<file path="src/rtl/liteeth_sram_tx_reader.sv">
// Streams a frame out of a word-wide SRAM ring as 32-bit words.
// Reads are paced by a 2-entry output FIFO so that at most two words are ever held or in flight.
module liteeth_sram_tx_reader #(
  parameter int ADDR_WIDTH = 9,
  parameter int WORD_DEPTH = 384,
  parameter int LEN_WIDTH  = 11
) (
  input  logic                  clk,
  input  logic                  rst_n,
  input  logic                  cmd_valid,
  output logic                  cmd_ready,
  input  logic [ADDR_WIDTH-1:0] cmd_addr,
  input  logic [LEN_WIDTH-1:0]  cmd_len,
  output logic                  sram_csb,
  output logic [ADDR_WIDTH-1:0] sram_addr,
  input  logic [31:0]           sram_dout,
  output logic                  src_valid,
  input  logic                  src_ready,
  output logic [31:0]           src_data,
  output logic                  src_last,
  output logic [3:0]            src_last_be,
  output logic                  busy,
  output logic                  err_len
);

  localparam logic [1:0] S_IDLE  = 2'd0;
  localparam logic [1:0] S_READ  = 2'd1;
  localparam logic [1:0] S_DRAIN = 2'd2;

  localparam logic [31:0]           MAX_LEN   = 32'(4 * WORD_DEPTH);
  localparam logic [ADDR_WIDTH-1:0] LAST_ADDR = ADDR_WIDTH'(WORD_DEPTH - 1);

  logic [1:0]            state;
  logic [ADDR_WIDTH-1:0] addr_reg;
  logic [LEN_WIDTH-1:0]  issue_left;
  logic [LEN_WIDTH-1:0]  out_left;
  logic [3:0]            be_reg;
  logic                  rd_pending;
  logic [31:0]           fifo_mem [2];
  logic                  wptr;
  logic                  rptr;
  logic [1:0]            count;
  logic                  err_reg;

  logic                  accept;
  logic                  len_bad;
  logic                  pop;
  logic                  issue;
  logic [LEN_WIDTH:0]    len_round;
  logic [LEN_WIDTH-1:0]  num_words;
  logic [3:0]            last_be;
  logic [2:0]            occupancy;

  assign cmd_ready = rst_n && (state == S_IDLE);
  assign accept    = cmd_valid && cmd_ready;
  assign len_bad   = (cmd_len == '0) || (32'(cmd_len) > MAX_LEN);
  assign len_round = {1'b0, cmd_len} + (LEN_WIDTH + 1)'(3);
  assign num_words = {1'b0, len_round[LEN_WIDTH:2]};

  always_comb begin
    last_be = 4'b1111;
    case (cmd_len[1:0])
      2'd1:    last_be = 4'b0001;
      2'd2:    last_be = 4'b0011;
      2'd3:    last_be = 4'b0111;
      default: last_be = 4'b1111;
    endcase
  end

  assign src_valid = (count != 2'd0);
  assign pop       = src_valid && src_ready;
  // A pop this cycle frees a slot in time for the word we are about to request.
  assign occupancy = {1'b0, count} + {2'b0, rd_pending} - {2'b0, pop};
  assign issue     = (state == S_READ) && (issue_left != '0) && (occupancy < 3'd2);

  assign sram_csb    = !issue;
  assign sram_addr   = addr_reg;
  assign src_data    = src_valid ? fifo_mem[rptr] : 32'd0;
  assign src_last    = src_valid && (out_left == LEN_WIDTH'(1));
  assign src_last_be = !src_valid ? 4'b0000 : (src_last ? be_reg : 4'b1111);
  assign busy        = (state != S_IDLE);
  assign err_len     = err_reg;

  always_ff @(posedge clk or negedge rst_n) begin
    if (!rst_n) begin
      state       <= S_IDLE;
      addr_reg    <= '0;
      issue_left  <= '0;
      out_left    <= '0;
      be_reg      <= 4'b0000;
      rd_pending  <= 1'b0;
      fifo_mem[0] <= 32'd0;
      fifo_mem[1] <= 32'd0;
      wptr        <= 1'b0;
      rptr        <= 1'b0;
      count       <= 2'd0;
      err_reg     <= 1'b0;
    end else begin
      err_reg    <= accept && len_bad;
      rd_pending <= issue;
      count      <= count + {1'b0, rd_pending} - {1'b0, pop};
      if (rd_pending) begin
        fifo_mem[wptr] <= sram_dout;
        wptr           <= ~wptr;
      end
      if (pop) begin
        rptr     <= ~rptr;
        out_left <= out_left - LEN_WIDTH'(1);
      end
      if (issue) begin
        addr_reg   <= (addr_reg == LAST_ADDR) ? '0 : addr_reg + ADDR_WIDTH'(1);
        issue_left <= issue_left - LEN_WIDTH'(1);
      end
      case (state)
        S_IDLE: begin
          if (accept && !len_bad) begin
            state      <= S_READ;
            addr_reg   <= cmd_addr;
            issue_left <= num_words;
            out_left   <= num_words;
            be_reg     <= last_be;
          end
        end
        S_READ: begin
          if (issue && (issue_left == LEN_WIDTH'(1))) state <= S_DRAIN;
        end
        S_DRAIN: begin
          if (pop && (out_left == LEN_WIDTH'(1))) state <= S_IDLE;
        end
        default: state <= S_IDLE;
      endcase
    end
  end

endmodule

</file>
<file path="config.mk">
export PLATFORM = sky130hd
export DESIGN_NAME = liteeth_sram_tx_reader
export DESIGN_NICKNAME = d
export VERILOG_FILES = /design/src/rtl/liteeth_sram_tx_reader.sv
export SDC_FILE = /design/constraint.sdc
export NUM_CORES = 1
export LEC_CHECK = 0
export CAP_MARGIN = 10
export CORE_ASPECT_RATIO = 2
export CORE_UTILIZATION = 52
export CTS_CLUSTER_DIAMETER = 30
export CTS_CLUSTER_SIZE = 14
export DETAILED_ROUTE_END_ITERATION = 10
export GPL_ROUTABILITY_DRIVEN = 0
export PLACE_DENSITY = 0.8
export SKIP_CTS_REPAIR_TIMING = 1
export SKIP_LAST_GASP = 1
export SYNTH_ARGS = -nofsm -noshare
export SYNTH_HDL_FRONTEND = slang
export SYNTH_SLANG_ARGS = --single-unit
</file>
<file path="constraint.sdc">
create_clock -name clk -period 2.9 [get_ports clk]
set_input_delay 0.29 -clock clk [delete_from_list [all_inputs] [get_ports clk]]
set_output_delay 0.29 -clock clk [all_outputs]
set_load 0.01 [all_outputs]
</file>
==> summary.md, run 1 <==
| Metric | Value |
|---|---|
| Status | `finished with violations` |
| Failing checks | `hold timing` |
| Tmin final | `2.76 ns` |
| Ys flop type | `dfrtp_1` |
| Number of synthesis warnings | `0` |
| Leakage | `2.95 nW` |
| Clk_lat worst skew | `0.34 ns` |
| Number of distinct library cells after synthesis | `47` |
| Antenna Nets Post-Route | `0` |
| Total track usage | `0.249` |
| Mapped Cells | `491` |
| Worst EP required | `3.14 ns` |
| Die width | `73.9 µm` |
| Biggest regs | `fifo_mem (64), issue_left (11), out_left (11)` |
| Congestion Overflow GR | `0` |
| Post-Syn Area | `5380 µm²` |
| CTS buffer count | `9` |
| Vias in the first global route | `4406` |
| Num rows | `52` |
| Count of final setup violators | `0` |
| Post-DR wirelength/cell | `16.8 µm` |
| Clock Sinks | `107` |
| Routed WL | `12.5 mm` |
| Core Region | `10100 µm²` |
| Fill cell count | `772` |
| DP HPWL | `9.01 mm` |
| Area of the multi-input gates | `2570 µm²` |
| Port Buf Inserts | `106` |
| Most frequent cells in the layout | `dfrtp_1, clkdlybuf4s50_1, nor2_1` |
| Pre-CTS WS | `-0.174 ns` |
| Most flops, register | `fifo_mem` |
| Clock buffer depth | `2` |
| Die area | `10800 µm²` |
| Setup crit end kind | `flop` |
| Post-synth EDFFs | `0` |
| Ratio of cells with drive above 1 in the final layout | `0.189` |
| Commonest non-fill, non-tap cell in the layout | `dfrtp_1` |
| CTS root buf | `clkbuf_16` |
| Final Worst Setup Slack | `0.136 ns` |
| Path depth of the worst reg2reg path | `9` |
| Max FO, Critical Path | `5` |
| Nets | `668` |
| Worst Path Arrival | `3.00 ns` |
| Inserted Diodes | `0` |
| H-tree depth | `3` |
| Final Cycle Share | `0.953` |
| Post-synth top area share | `0.498` |
| F_max | `362 MHz` |
| Sequential element share of the synthesized area | `0.498` |
| Fin. Hold Viols | `30` |
| Starting Density | `0.533` |
| Max-cap viol count | `0` |
| Hold_ws | `-0.0157 ns` |
| WS Path Type | `in2reg` |
| Boundary pin count | `107` |
| Flops & latches, synth | `107` |
| Least-Margin Pin Slew | `0.945 ns` |
| Synth area leader | `dfrtp_1` |
| Drt initial violations | `187` |
| First-pass GRT wire length | `20.5 mm` |
| Setup TNS | `0 ns` |
| Startpoint types | `input port` |
| Worst slew margin | `0.370` |
| Residual DRC count | `0` |
| Slew Limit Fails | `0` |
| Clk slew on worst S/H paths | `0.07 ns` |
| Mapped Avg Cell Area | `10.9 µm²` |
| Vias per Instance | `5.56` |
| P&R area growth vs syn | `29.9%` |
| Drt first pass iters | `4` |
| Async set or reset register ratio after synthesis | `1.00` |
| CTS tree | `yes` |
| Max Clock Skew | `0.00427 ns` |
| Routed via count | `4133` |
| Area contributors post-synth | `dfrtp_1, mux2_2, mux2i_1` |
| Reg area | `2680 µm²` |
| Synthesized net count | `556` |
| Hold Path Class | `in2async` |
| Antenna violations before repair | `0` |
| Worst vdd ir | `0.678 mV` |
| Pwr/cell area | `1130 nW/µm²` |
| Max reg flops | `64` |
| Die height | `146 µm` |
| Largest net degree at the start of global routing | `78` |
-- cell families (layout without fill, tap and decap cells) --
group / Yosys count / count (layout) / synth area share
mux: 100 / 100 / 0.201
flops: 107 / 107 / 0.498
xor+xnor: 31 / 31 / 0.0505
simple gates: 163 / 163 / 0.149
buf+inv: 35 / 152 / 0.0303
fa+ha+maj: 9 / 9 / 0.0223
compound gates: 46 / 46 / 0.0484
-- critical path, stage by stage --
cell and delay [ns]:
clkdlybuf4s50_1 0.52, o21ai_2 0.08, mux2i_1 0.15, ha_1 0.17, inv_1 0.05, fa_1 0.50, nand3b_1 0.16, or2_1 0.34
nor4_1 0.43, mux2i_1 0.24, o21ai_1 0.07
-- through the flow --
stage,utilization,power (W),instances,area (µm²)
after CTS,0.689,0.00791,742,6950
after detailed placement,0.657,0.00656,726,6630
after global placement,0.657,0.00640,726,6630
after floorplan,-,0.00487,491,5380
after global routing,0.693,0.00839,743,6990
final,0.693,0.00787,743,6990
-- cell usage after synthesis, drive strengths merged, types with 5 or more instances --
cell and instances:
ha 8, nor2 73, buf 15, a31oi 5
mux2i 36, or3 5, mux2 64, nor3 10
nand3 9, nand2 30, nor4 8, xnor2 9
a21oi 19, xor2 22, clkbuf 7, inv 13
dfrtp 107, o21ai 17, nor3b 5
-- power by group --
group	leakage (nW)	switching [W]	internal (W)
combinational	1.53	0.00165	0.00209
sequential	1.26	0.000599	0.00221
clock	0.160	0.000558	0.000765
-- per-layer routing --
metal / GRT usage / vias up / routed length (µm)
li1: - / 1923 / -
met1: 0.265 / 2033 / 4490
met2: 0.435 / 129 / 6750
met3: 0.0381 / 48 / 445
met4: 0.164 / 0 / 770
met5: 0 / - / 0
-- worst paths after layout --
check | from | slack, ns | to
worst max-delay path | src_ready | 0.14 | sram_addr[8]
worst min-delay path | rst_n | -0.02 | be_reg[2]
worst max register to register | count[0] | 0.17 | sram_addr[8]
worst min register to register | be_reg[0] | 0.48 | be_reg[0]
max in group asynchronous | rst_n | 1.58 | count[0]
min in group clk | rst_n | 0.42 | err_len
-- final cells by class --
type,instances,area share
well taps,135,0.0242
clock buffers,9,0.0322
clock inverters,7,0.0143
flip-flops and latches,107,0.384
repair buffers,123,0.170
multi-input cells,349,0.368
inverters,13,0.00699
Power figures use the tool's default switching activity.
==> inputs of run 2 (changes only) <==
CORE_UTILIZATION = 30   (was 52)
PLACE_DENSITY = 0.51   (was 0.8)
==> summary.md, run 2 (synthesized netlist as in run 1, its figures left out) <==
| Metric | Value |
|---|---|
| Critical path's largest stage delay | `0.58 ns (was 0.52 ns)` |
| Residual DRC count | `0 (unchanged)` |
| Antenna violations before repair | `0 (unchanged)` |
| Routed WL | `13.3 mm (was 12.5 mm)` |
| Tmin final | `2.76 ns (about the same)` |
| Most frequent cells in the layout | `dfrtp_1, clkdlybuf4s50_1, nor2_1 (unchanged)` |
| CP max stage cell | `or4_1 (was clkdlybuf4s50_1)` |
| Antenna Nets Post-Route | `0 (unchanged)` |
| Starting Density | `0.310 (was 0.533)` |
| Routed via count | `4056 (was 4133)` |
| Congestion Overflow GR | `0 (unchanged)` |
| Worst vdd ir | `0.487 mV (was 0.678 mV)` |
| Commonest non-fill, non-tap cell in the layout | `dfrtp_1 (unchanged)` |
| Inserted Diodes | `0 (unchanged)` |
| Die width | `96.7 µm (was 73.9 µm)` |
| Post-DR wirelength/cell | `16.2 µm (was 16.8 µm)` |
| CP startpoint | `out_left[6] (was src_ready)` |
| Biggest regs | `fifo_mem (64), issue_left (11), out_left (11) (unchanged)` |
| CTS root buf | `clkbuf_16 (unchanged)` |
| First-pass GRT wire length | `21.9 mm (was 20.5 mm)` |
| CP cell instances | `or4_1 > nor3_2 > nand4b_1 > buf_4 > nor2_1 > clkdlybuf4s50_1 (was clkdlybuf4s50_1 > o21ai_2 > mux2i_1 > ha_1 > inv_1 > fa_1 > nand3b_1 > or2_1 > nor4_1 > mux2i_1 > o21ai_1)` |
| Die area | `18500 µm² (was 10800 µm²)` |
| Status | `finished, final reports clean (was finished with violations)` |
| Port Buf Inserts | `106 (unchanged)` |
| CTS tree | `yes (unchanged)` |
| Worst path top cell family by delay | `simple AND/OR/NAND/NOR gates (unchanged)` |
| Startpoint types | `flop (was input port)` |
| F_max | `363 MHz (was 362 MHz)` |
| Least-Margin Pin Slew | `0.875 ns (was 0.945 ns)` |
| Clock Sinks | `107 (unchanged)` |
| Pwr/cell area | `1100 nW/µm² (was 1130 nW/µm²)` |
| P&R area growth vs syn | `31.4% (was 29.9%)` |
| R2r setup slk | `0.22 ns (was 0.17 ns)` |
| Most flops, register | `fifo_mem (unchanged)` |
| Ratio of cells with drive above 1 in the final layout | `0.189 (about the same)` |
| WS Path Type | `reg2out (was in2reg)` |
| Boundary pin count | `107 (unchanged)` |
| DP Area | `6750 µm² (was 6630 µm²)` |
| Nets | `670 (was 668)` |
| Fin cells | `820 (was 743)` |
| Slew Limit Fails | `0 (unchanged)` |
| Setup crit end kind | `output pin (was flop)` |
| CTS buffer count | `9 (unchanged)` |
| Clk_lat worst skew | `0.36 ns (was 0.34 ns)` |
| Max reg flops | `64 (unchanged)` |
| Worst EP required | `2.61 ns (was 3.14 ns)` |
| Largest net degree at the start of global routing | `68 (was 78)` |
| Final Cycle Share | `0.950 (was 0.953)` |
| Path depth of the worst reg2reg path | `9 (unchanged)` |
| Worst Path Arrival | `2.47 ns (was 3.00 ns)` |
| Max-cap viol count | `0 (unchanged)` |
| Crit path capture | `src_last (was sram_addr[8])` |
| Clock buffer depth | `2 (unchanged)` |
| Post-route design area | `7070 µm² (was 6990 µm²)` |
| Vias in the first global route | `4363 (was 4406)` |
| Num rows | `68 (was 52)` |
| Drt initial violations | `91 (was 187)` |
| Max Clock Skew | `0.0157 ns (was 0.00427 ns)` |
| Drt first pass iters | `4 (unchanged)` |
| Hold Path Class | `in2async (unchanged)` |
| Total track usage | `0.150 (was 0.249)` |
| Max FO, Critical Path | `6 (was 5)` |
| Vias per Instance | `4.95 (was 5.56)` |
| Core Region | `17400 µm² (was 10100 µm²)` |
| H-tree depth | `3 (unchanged)` |
| Die height | `191 µm (was 146 µm)` |
| Reg2Reg Capture Point | `sram_addr[8] (unchanged)` |
| Clk slew on worst S/H paths | `0.08 ns (was 0.07 ns)` |
| Setup TNS | `0 ns (unchanged)` |
| Leakage | `2.95 nW (about the same)` |
| DP HPWL | `9.69 mm (was 9.01 mm)` |
| Worst path bufs/invs | `2 (unchanged)` |
| Count of final setup violators | `0 (unchanged)` |
| Fill cell count | `1757 (was 772)` |
| Reg-to-Reg Start | `count[0] (unchanged)` |
| Fin. Hold Viols | `0 (was 30)` |
| Worst slew margin | `0.417 (was 0.370)` |
| Stages on worst setup path | `6 (was 11)` |
| Placed Cells | `802 (was 726)` |
-- run 2: worst min-delay path by stage --
| stage | endpoint | slack [ns] | cells past startpoint |
|---|---|---|---|
| finish | fifo_mem[27] | 0.17 | 2 |
| global route | fifo_mem[58] | 0.25 | 2 |
| CTS | fifo_mem[58] | 0.21 | 2 |
| detailed placement | be_reg[0] | 0.46 | 1 |
| global placement | be_reg[0] | 0.45 | 1 |
| floorplan | be_reg[0] | -0.006 | 0 |
-- run 2: where the power goes --
part / switching (W) / internal, W / total [W] / leakage, nW
registers: 0.000589 / 0.00221 / 0.00280 / 1.26
clock network: 0.000612 / 0.000608 / 0.00122 / 0.146
logic: 0.00164 / 0.00211 / 0.00375 / 1.54
total: 0.00284 / 0.00493 / 0.00777 / 2.95
-- run 2: layer usage --
layer	GRT usage	wire [µm]	up-vias
met5	0	0	-
met4	0.0534	228	0
met3	0.0260	386	15
met2	0.304	7780	91
met1	0.148	4920	2017
li1	-	-	1933
-- run 2: per-stage QoR --
| stage | util | worst slack (ns) | total power [W] | hold slack (ns) |
|---|---|---|---|---|
| 3_5_place_dp | 0.389 | -0.143 | 0.00662 | 0.455 |
| 6_report | 0.407 | 0.144 | 0.00777 | 0.170 |
| 3_3_place_gp | 0.389 | -0.0914 | 0.00653 | 0.454 |
| 2_1_floorplan | - | 0.262 | 0.00487 | -0.00559 |
| 4_1_cts | 0.405 | -0.184 | 0.00788 | 0.214 |
| 5_1_grt | 0.407 | -0.00538 | 0.00838 | 0.250 |
-- run 2: area by class of cell --
| class | instances | area (µm²) | area share |
|---|---|---|---|
| Tap cell | 210 | 263 | 0.0372 |
| Multi-Input combinational cell | 349 | 2570 | 0.363 |
| Inverter | 13 | 48.8 | 0.00691 |
| Clock inverter | 7 | 65.1 | 0.00921 |
| Clock buffer | 9 | 225 | 0.0319 |
| Timing Repair Buffer | 125 | 1220 | 0.172 |
| Sequential cell | 107 | 2680 | 0.379 |
